<file path="config.mk">
export PLATFORM = sky130hd
export DESIGN_NAME = pipeline_ctrl_unit
export DESIGN_NICKNAME = d
export VERILOG_FILES = /design/src/rtl/pipeline_ctrl_unit_pkg.sv /design/src/rtl/pipeline_ctrl_unit_sat_counter.sv /design/src/rtl/pipeline_ctrl_unit.sv
export SDC_FILE = /design/constraint.sdc
export NUM_CORES = 1
export LEC_CHECK = 0
export BUFFER_PORTS_ARGS = -buffer_cell sky130_fd_sc_hd__buf_2
export CAP_MARGIN = 25
export CORE_ASPECT_RATIO = 0.6
export CORE_MARGIN = 2
export CORE_UTILIZATION = 59
export DETAILED_ROUTE_END_ITERATION = 8
export GPL_ROUTABILITY_DRIVEN = 0
export PLACE_DENSITY_LB_ADDON = 0.25
export REMOVE_ABC_BUFFERS = 1
export SLEW_MARGIN = 20
export SYNTH_ARGS = -nofsm -noshare
export SYNTH_HDL_FRONTEND = slang
export SYNTH_SLANG_ARGS = --single-unit
</file>
<file path="constraint.sdc">
create_clock -name clk -period 4.95 [get_ports clk]
set_input_delay 0.2475 -clock clk [delete_from_list [all_inputs] [get_ports clk]]
set_output_delay 0.2475 -clock clk [all_outputs]
set_load 0.02 [all_outputs]
</file>
<file path="src/rtl/pipeline_ctrl_unit_pkg.sv">
// Shared definitions for the pipeline control sequencer: wait-FSM encoding,
// parameter defaults and the packed control-output bundle.
package pipeline_ctrl_unit_pkg;

  typedef enum logic {
    PCU_RUN      = 1'b0,
    PCU_MEM_WAIT = 1'b1
  } pcu_state_e;

  localparam int unsigned PCU_MEM_TIMEOUT_DEF = 64;
  localparam int unsigned PCU_CNT_W_DEF       = 16;

  typedef struct packed {
    logic pc_freeze;
    logic if_id_freeze;
    logic if_id_flush;
    logic id_exe_freeze;
    logic id_exe_bubble;
    logic exe_mem_freeze;
    logic mem_wb_bubble;
  } pcu_ctrl_t;

endpackage

</file>
<file path="src/rtl/pipeline_ctrl_unit_sat_counter.sv">
// Saturating up-counter with increment enable; the synchronous clear wins
// over an increment in the same cycle.
module sat_counter
  import pipeline_ctrl_unit_pkg::*;
#(
  parameter int unsigned CNT_W = PCU_CNT_W_DEF
) (
  input  logic             clk,
  input  logic             clr_i,
  input  logic             inc_i,
  output logic [CNT_W-1:0] cnt_o
);

  logic [CNT_W-1:0] cnt_q;
  logic [CNT_W-1:0] cnt_d;

  // Next count: clear, saturating increment, or hold.
  always_comb begin
    cnt_d = cnt_q;
    if (clr_i) begin
      cnt_d = '0;
    end else if (inc_i && (cnt_q != {CNT_W{1'b1}})) begin
      cnt_d = cnt_q + {{(CNT_W-1){1'b0}}, 1'b1};
    end else begin
      cnt_d = cnt_q;
    end
  end

  // Count register.
  always_ff @(posedge clk) begin
    cnt_q <= cnt_d;
  end

  assign cnt_o = cnt_q;

endmodule

</file>
<file path="src/rtl/pipeline_ctrl_unit.sv">
// Pipeline control sequencer: priority mux for freeze/flush/bubble, SRAM wait
// FSM with sticky timeout watchdog, and saturating performance counters.
module pipeline_ctrl_unit
  import pipeline_ctrl_unit_pkg::*;
#(
  parameter int unsigned MEM_TIMEOUT = PCU_MEM_TIMEOUT_DEF,
  parameter int unsigned CNT_W       = PCU_CNT_W_DEF
) (
  input  logic             clk,
  input  logic             rst,
  input  logic             hazard_detected,
  input  logic             branch_taken,
  input  logic             mem_req,
  input  logic             sram_ready,
  input  logic             perf_clr,
  output logic             pc_freeze,
  output logic             if_id_freeze,
  output logic             if_id_flush,
  output logic             id_exe_freeze,
  output logic             id_exe_bubble,
  output logic             exe_mem_freeze,
  output logic             mem_wb_bubble,
  output logic             mem_timeout,
  output logic [CNT_W-1:0] stall_cnt,
  output logic [CNT_W-1:0] flush_cnt,
  output logic [CNT_W-1:0] memwait_cnt
);

  localparam int unsigned     WAIT_W    = $clog2(MEM_TIMEOUT + 1);
  localparam logic [WAIT_W-1:0] WAIT_LAST = WAIT_W'(MEM_TIMEOUT - 1);
  localparam logic [WAIT_W-1:0] WAIT_MAX  = WAIT_W'(MEM_TIMEOUT);

  pcu_state_e        state_q;
  logic [WAIT_W-1:0] wait_cnt_q;
  logic              mem_timeout_q;
  logic              mem_stall_s;
  logic              sel_branch_s;
  logic              sel_hazard_s;
  logic              cnt_clr_s;
  pcu_ctrl_t         ctrl_s;

  assign mem_stall_s = mem_req & ~sram_ready;

  // Priority select: memory wait, then taken branch, then RAW hazard.
  always_comb begin
    ctrl_s       = '0;
    sel_branch_s = 1'b0;
    sel_hazard_s = 1'b0;
    if (rst) begin
      ctrl_s = '0;
    end else if (mem_stall_s) begin
      ctrl_s.pc_freeze      = 1'b1;
      ctrl_s.if_id_freeze   = 1'b1;
      ctrl_s.id_exe_freeze  = 1'b1;
      ctrl_s.exe_mem_freeze = 1'b1;
      ctrl_s.mem_wb_bubble  = 1'b1;
    end else if (branch_taken) begin
      sel_branch_s          = 1'b1;
      ctrl_s.if_id_flush    = 1'b1;
      ctrl_s.id_exe_bubble  = 1'b1;
    end else if (hazard_detected) begin
      sel_hazard_s          = 1'b1;
      ctrl_s.pc_freeze      = 1'b1;
      ctrl_s.if_id_freeze   = 1'b1;
      ctrl_s.id_exe_bubble  = 1'b1;
    end else begin
      ctrl_s = '0;
    end
  end

  // Wait FSM, wait-cycle counter and sticky watchdog.
  always_ff @(posedge clk) begin
    if (rst) begin
      state_q       <= PCU_RUN;
      wait_cnt_q    <= '0;
      mem_timeout_q <= 1'b0;
    end else begin
      case (state_q)
        PCU_RUN: begin
          if (mem_stall_s) state_q <= PCU_MEM_WAIT;
          else             state_q <= PCU_RUN;
        end
        PCU_MEM_WAIT: begin
          if (sram_ready || !mem_req) state_q <= PCU_RUN;
          else                        state_q <= PCU_MEM_WAIT;
        end
        default: state_q <= PCU_RUN;
      endcase
      // Saturate at MEM_TIMEOUT so an endless wait never wraps the counter.
      if (!mem_stall_s) begin
        wait_cnt_q <= '0;
      end else if (wait_cnt_q != WAIT_MAX) begin
        wait_cnt_q <= wait_cnt_q + {{(WAIT_W-1){1'b0}}, 1'b1};
      end else begin
        wait_cnt_q <= wait_cnt_q;
      end
      if (mem_stall_s && (wait_cnt_q == WAIT_LAST)) mem_timeout_q <= 1'b1;
      else                                          mem_timeout_q <= mem_timeout_q;
    end
  end

  assign cnt_clr_s = rst | perf_clr;

  sat_counter #(.CNT_W(CNT_W)) u_stall_cnt (
    .clk   (clk),
    .clr_i (cnt_clr_s),
    .inc_i (sel_hazard_s),
    .cnt_o (stall_cnt)
  );

  sat_counter #(.CNT_W(CNT_W)) u_flush_cnt (
    .clk   (clk),
    .clr_i (cnt_clr_s),
    .inc_i (sel_branch_s),
    .cnt_o (flush_cnt)
  );

  sat_counter #(.CNT_W(CNT_W)) u_memwait_cnt (
    .clk   (clk),
    .clr_i (cnt_clr_s),
    .inc_i (mem_stall_s),
    .cnt_o (memwait_cnt)
  );

  assign pc_freeze      = ctrl_s.pc_freeze;
  assign if_id_freeze   = ctrl_s.if_id_freeze;
  assign if_id_flush    = ctrl_s.if_id_flush;
  assign id_exe_freeze  = ctrl_s.id_exe_freeze;
  assign id_exe_bubble  = ctrl_s.id_exe_bubble;
  assign exe_mem_freeze = ctrl_s.exe_mem_freeze;
  assign mem_wb_bubble  = ctrl_s.mem_wb_bubble;
  assign mem_timeout    = mem_timeout_q;

endmodule

</file>
# After elaboration in Yosys (flattened, before gate mapping)

Index checks and enable logic that the tools add are counted.

Multiplexer cells: 15
Reductions and logical operators: 5
Add/subtract/negate cells: 4
Bitwise operators: 4
Equality and inequality tests: 5

Operator list:

| cell                                                | count |
|---|---|
| adder 16 x 1 -> 16 bit, second input constant       | 3 |
| != test 16 bit, second input constant               | 3 |
| two-way mux 1 bit                                   | 10 |
| two-way mux 2 bit                                   | 4 |
| adder 7 x 1 -> 7 bit, second input constant         | 1 |
| equality test 7 x 6 -> 1 bit, second input constant | 1 |
| two-way mux 7 bit                                   | 1 |
| != test 7 bit, second input constant                | 1 |
| logical AND 1 bit                                   | 4 |
| inverter 1 bit                                      | 2 |
| OR reduction 2 bit                                  | 1 |
| AND 1 bit                                           | 1 |
| bitwise OR 1 bit                                    | 1 |

Logic and storage cells: 38
Output and inout bits: 56
Register bits: 56

# Longest topological paths before layout

Depth in word-level cells: 5
Gate-level depth with buffers: 6

# Cells and area by module

A second synthesis with hierarchy kept.

Cell total of the unflattened synthesis: 351
Area, all modules: 3009.1 µm²

By module, submodules not included:

| module             | times used | cells an instance | area an instance (µm²) |
|---|---|---|---|
| sat_counter        | 3          | 99                | 848.3 |
| pipeline_ctrl_unit | 1          | 54                | 464.2 |

# Least setup slack after synthesis

Ideal clock, no wire load.

Path type: flip-flop to flip-flop
From: reg u_memwait_cnt.cnt_q[4], in the netlist u_memwait_cnt.cnt_o[4]
To: reg u_memwait_cnt.cnt_q[11], in the netlist u_memwait_cnt.cnt_o[11]
Slack: 3058 ps
Required time: 4880 ps
Arrival: 1822 ps
Buffers on the path: 1
Cell stages (with the launch flop): 6
Cell sequence: dfxtp_1 > nand4_4 > or3_1 > buf_6 > or4_1 > a21oi_1

Word-level cells in the longest chain between the ends: 2
Elaborated cells between the ends (all ways): 3
Classes of those cells: add/sub (1); eq/ne (1); reduce/logical (1)

Ends and longest elaborated chain:

| element                                                                        | RTL line                             | source |
|---|---|---|
| start: declaration                                                             | pipeline_ctrl_unit_sat_counter.sv:14 | `logic [CNT_W-1:0] cnt_q;` |
| start signal: assignment                                                       | pipeline_ctrl_unit_sat_counter.sv:31 | `cnt_q <= cnt_d;` |
| parallel branches: the longest is 2 deep, another holds adder 16 x 1 -> 16 bit | --                                   |  |

Parallel ways; which one is timed is not known.
A chain may end at the register's enable or synchronous reset.

# Final worst setup path

From: reg u_memwait_cnt.cnt_q[0], in the netlist u_memwait_cnt.cnt_o[0]
To: reg u_memwait_cnt.cnt_q[4], in the netlist u_memwait_cnt.cnt_o[4]

Same word-level chain as after synthesis.

==> metrics.csv <==
stage,metric,value,unit
routing,mean number of vias per cell,6.38,
setup_path,worst path arrival time,2.29,ns
finish,nets@finish,434,
yosys,"Seq/Total Area, Yosys",36.8,%
yosys,Netlist cell types,48,
die,die height,59.6,um
timing,Clock Skew,0.00837,ns
finish,Layout area overhead,14.0,%
yosys,Post-Synthesis Cells,372,
setup_path,required time worst endpoint,5.16,ns
clocking,htree depth,2,
power_and_ir_drop,Pwr Total,818,uW
die,Starting Density,60.8,%
timing,Final Hold Violating Endpoints,0,
status,status,"complete, no violations",
clocking,"Clk Latency, worst-skew pair",0.31,ns
die,Cell Rows,20,
finish,Layout Cells excl Fill,489,
clocking,TritonCTS clock tree,done,
yosys,Synth Flop Type,dfxtp_1,
finish,ANT cells,0,
clocking,hold buffers post-CTS,0,
setup_path,CP max FO,6,
setup_path,Worst path slowest cell,nor4_1,
finish,layout cells sized above 1,18.4,%
die,total core area,5000,um2
yosys,Post-synth ARST share,0,%
placement,placed cells,481,
setup_path,CP max stage delay,0.79,ns
global_route,vias in the first global route,2594,
placement,# port buffers,62,
placement,post-DP HPWL,5.32,mm
setup_path,critical setup path kind,flip-flop to flip-flop,
timing,Rel. slew slack,40.2,%
power_and_ir_drop,PD cells,236,nW/um2
clocking,setup bufs post-CTS,0,
global_route,Total GRT Usage,26.6,%
timing,Setup TNS Final,0,ns
die,Die ar.,5770,um2
setup_path,CP Capture Type,flip-flop,
finish,register area,1120,um2
global_route,first-pass GRT wire length,12.5,mm
yosys,"flops & latches, synth",56,
global_route,largest net degree at the start of global routing,30,
timing,Achievable Freq,480,MHz
routing,DRT Pass-1 Iters,5,
yosys,Synth Area per Inst,8.18,um2
finish,Filler cells,403,
yosys,Post-synth EDFFs,0,
job,Max-Cap Viols,0,
clocking,clock transition at the registers of the reported paths,0.11,ns
timing,Worst-Margin Slew,0.889,ns
timing,RSZ-0062 raised after global routing,no,
timing,max-slew violations,0,
die,width of the die,96.7,um
clocking,worst-case clock buffer depth,2,
yosys,YS warnings,0,
finish,area of the multi-input gates,1790,um2
routing,initial drt markers,291,
setup_path,crit-path cells,ha_1 -> nand4_1 -> nor4_1 -> nor3b_1 -> mux2i_1,
worst_hold_path,Hold Crit Class,input pin to flip-flop,
routing,via count,3118,
routing,final wirelength,7.75,mm
power_and_ir_drop,maximum vdd drop,126,uV
die,I/O Pins,63,
timing,crit share post-route,42.1,%
routing,Residual DRC,0,
global_route,antenna violations before repair,0,
timing,minimum clock period after layout,2.08,ns
clocking,Sink Count,56,
global_route,GRT overflow,0,
clocking,Post-CTS Resized,0,
routing,mean routed wirelength per cell,15.8,um
clocking,number of CTS-inserted buffers,5,
clocking,CTS Root Cell,clkbuf_8,
yosys,Synth Cell Area,3040,um2
setup_path,critical path startpoint category,flip-flop,
power_and_ir_drop,Leakage Power,1.28,nW
timing,Final setup viols,0,
routing,DRT antenna net count,0,
cell families after synthesis:
kind of cell | share of synthesized area [%]
compound gates | 14.5
simple gates | 34.8
mux | 5.59
fa+ha+maj | 2.06
buf+inv | 4.23
xor+xnor | 2.01
flops | 36.8
power breakdown:
| part | switching, mW | internal (mW) |
|---|---|---|
| registers | 0.00148 | 0.451 |
| logic | 0.0306 | 0.0129 |
| clock network | 0.156 | 0.166 |
| total | 0.188 | 0.630 |
cell usage in the layout (no fill, tap or decap), drive strengths merged, types with 3 or more instances in the layout:
master and count:
and4 9, a211oi 4, o31ai 9, and3 10, nand3 21, nand2 38
or3 27, a31oi 3, nor2 19, nand2b 3, or4 7, o21ai 10
ha 5, nand4 10, nor2b 3, xor2 3, clkbuf 6, mux2i 17
a21oi 26, buf 63, xnor2 4, o211ai 3, inv 9, nor3 14
dfxtp 56, nor4 18
cell usage after synthesis, types with 3 or more instances:
cell / number / area [um2]
a21oi_1: 26 / 130
o31ai_1: 9 / 67.6
or4_1: 7 / 52.6
a211oi_1: 4 / 30.0
clkbuf_1: 14 / 52.6
nor4_1: 18 / 113
xnor2_1: 4 / 35.0
nor2_1: 19 / 71.3
nand2_1: 38 / 143
o211ai_1: 3 / 22.5
or3_1: 25 / 156
and4_1: 9 / 78.8
a31oi_1: 3 / 18.8
and3_1: 10 / 62.6
o21ai_0: 10 / 50.1
mux2i_1: 17 / 170
nand4_1: 9 / 56.3
buf_4: 3 / 22.5
xor2_1: 3 / 26.3
dfxtp_1: 56 / 1120
nor3_1: 14 / 70.1
nand3_1: 21 / 105
ha_1: 5 / 62.6
nor2b_1: 3 / 18.8
inv_1: 9 / 33.8
critical path, delay by kind of cell (launching register included):
| family | cells | cell delay [ns] |
|---|---|---|
| adders and majority gates | 1 | 0.26 |
| DFF | 1 | 0.40 |
| muxes | 1 | 0.15 |
| and+or+nand+nor | 3 | 1.16 |
stage by stage:
step	cell area [um2]	hold slack [ns]	setup slack [ns]	utilization [%]
after CTS	3470	0.350	2.92	69.3
after floorplan	2950	0.320	3.08	-
after detailed placement	3350	0.482	2.88	66.9
after global placement	3350	0.468	2.96	66.9
final	3470	0.366	2.87	69.3
after global routing	3470	0.372	2.76	69.3
area by class of cell:
| type | count | share of cell area, % |
|---|---|---|
| Sequential cell | 56 | 32.3 |
| Multi-Input combinational cell | 287 | 51.7 |
| Clock inverter | 2 | 1.12 |
| Tap cell | 66 | 2.38 |
| Clock buffer | 6 | 2.38 |
| Inverter | 9 | 0.974 |
| Timing Repair Buffer | 63 | 9.16 |
worst paths after layout:
path / endpoint / slack (ns) / from / depth (start not counted)
setup / recovery: u_memwait_cnt.cnt_o[4]$_SDFFE_PP0P_ / 2.87 / u_memwait_cnt.cnt_o[0]$_SDFFE_PP0P_ / 5
hold / removal: mem_timeout$_SDFFE_PP0P_ / 0.37 / rst / 2
setup reg to reg: u_memwait_cnt.cnt_o[4]$_SDFFE_PP0P_ / 2.87 / u_memwait_cnt.cnt_o[0]$_SDFFE_PP0P_ / 5
hold reg to reg: u_stall_cnt.cnt_o[14]$_SDFFE_PP0P_ / 0.50 / u_stall_cnt.cnt_o[14]$_SDFFE_PP0P_ / 2
registers in the layout, summed over array words and instances, names as in the netlist:
signal / cells
u_memwait_cnt.cnt_o: 16
wait_cnt_q: 7
u_flush_cnt.cnt_o: 16
u_stall_cnt.cnt_o: 16
mem_timeout: 1
layer usage:
metal / vias to the layer above / global-route usage (%) / routed length (um)
met4: 0 / 7.44 / 56
met3: 10 / 5.78 / 642
met5: - / 0 / 0
met2: 148 / 40.1 / 3380
li1: 1502 / - / -
met1: 1458 / 38.8 / 3670
(Power assumes the default switching activity.)
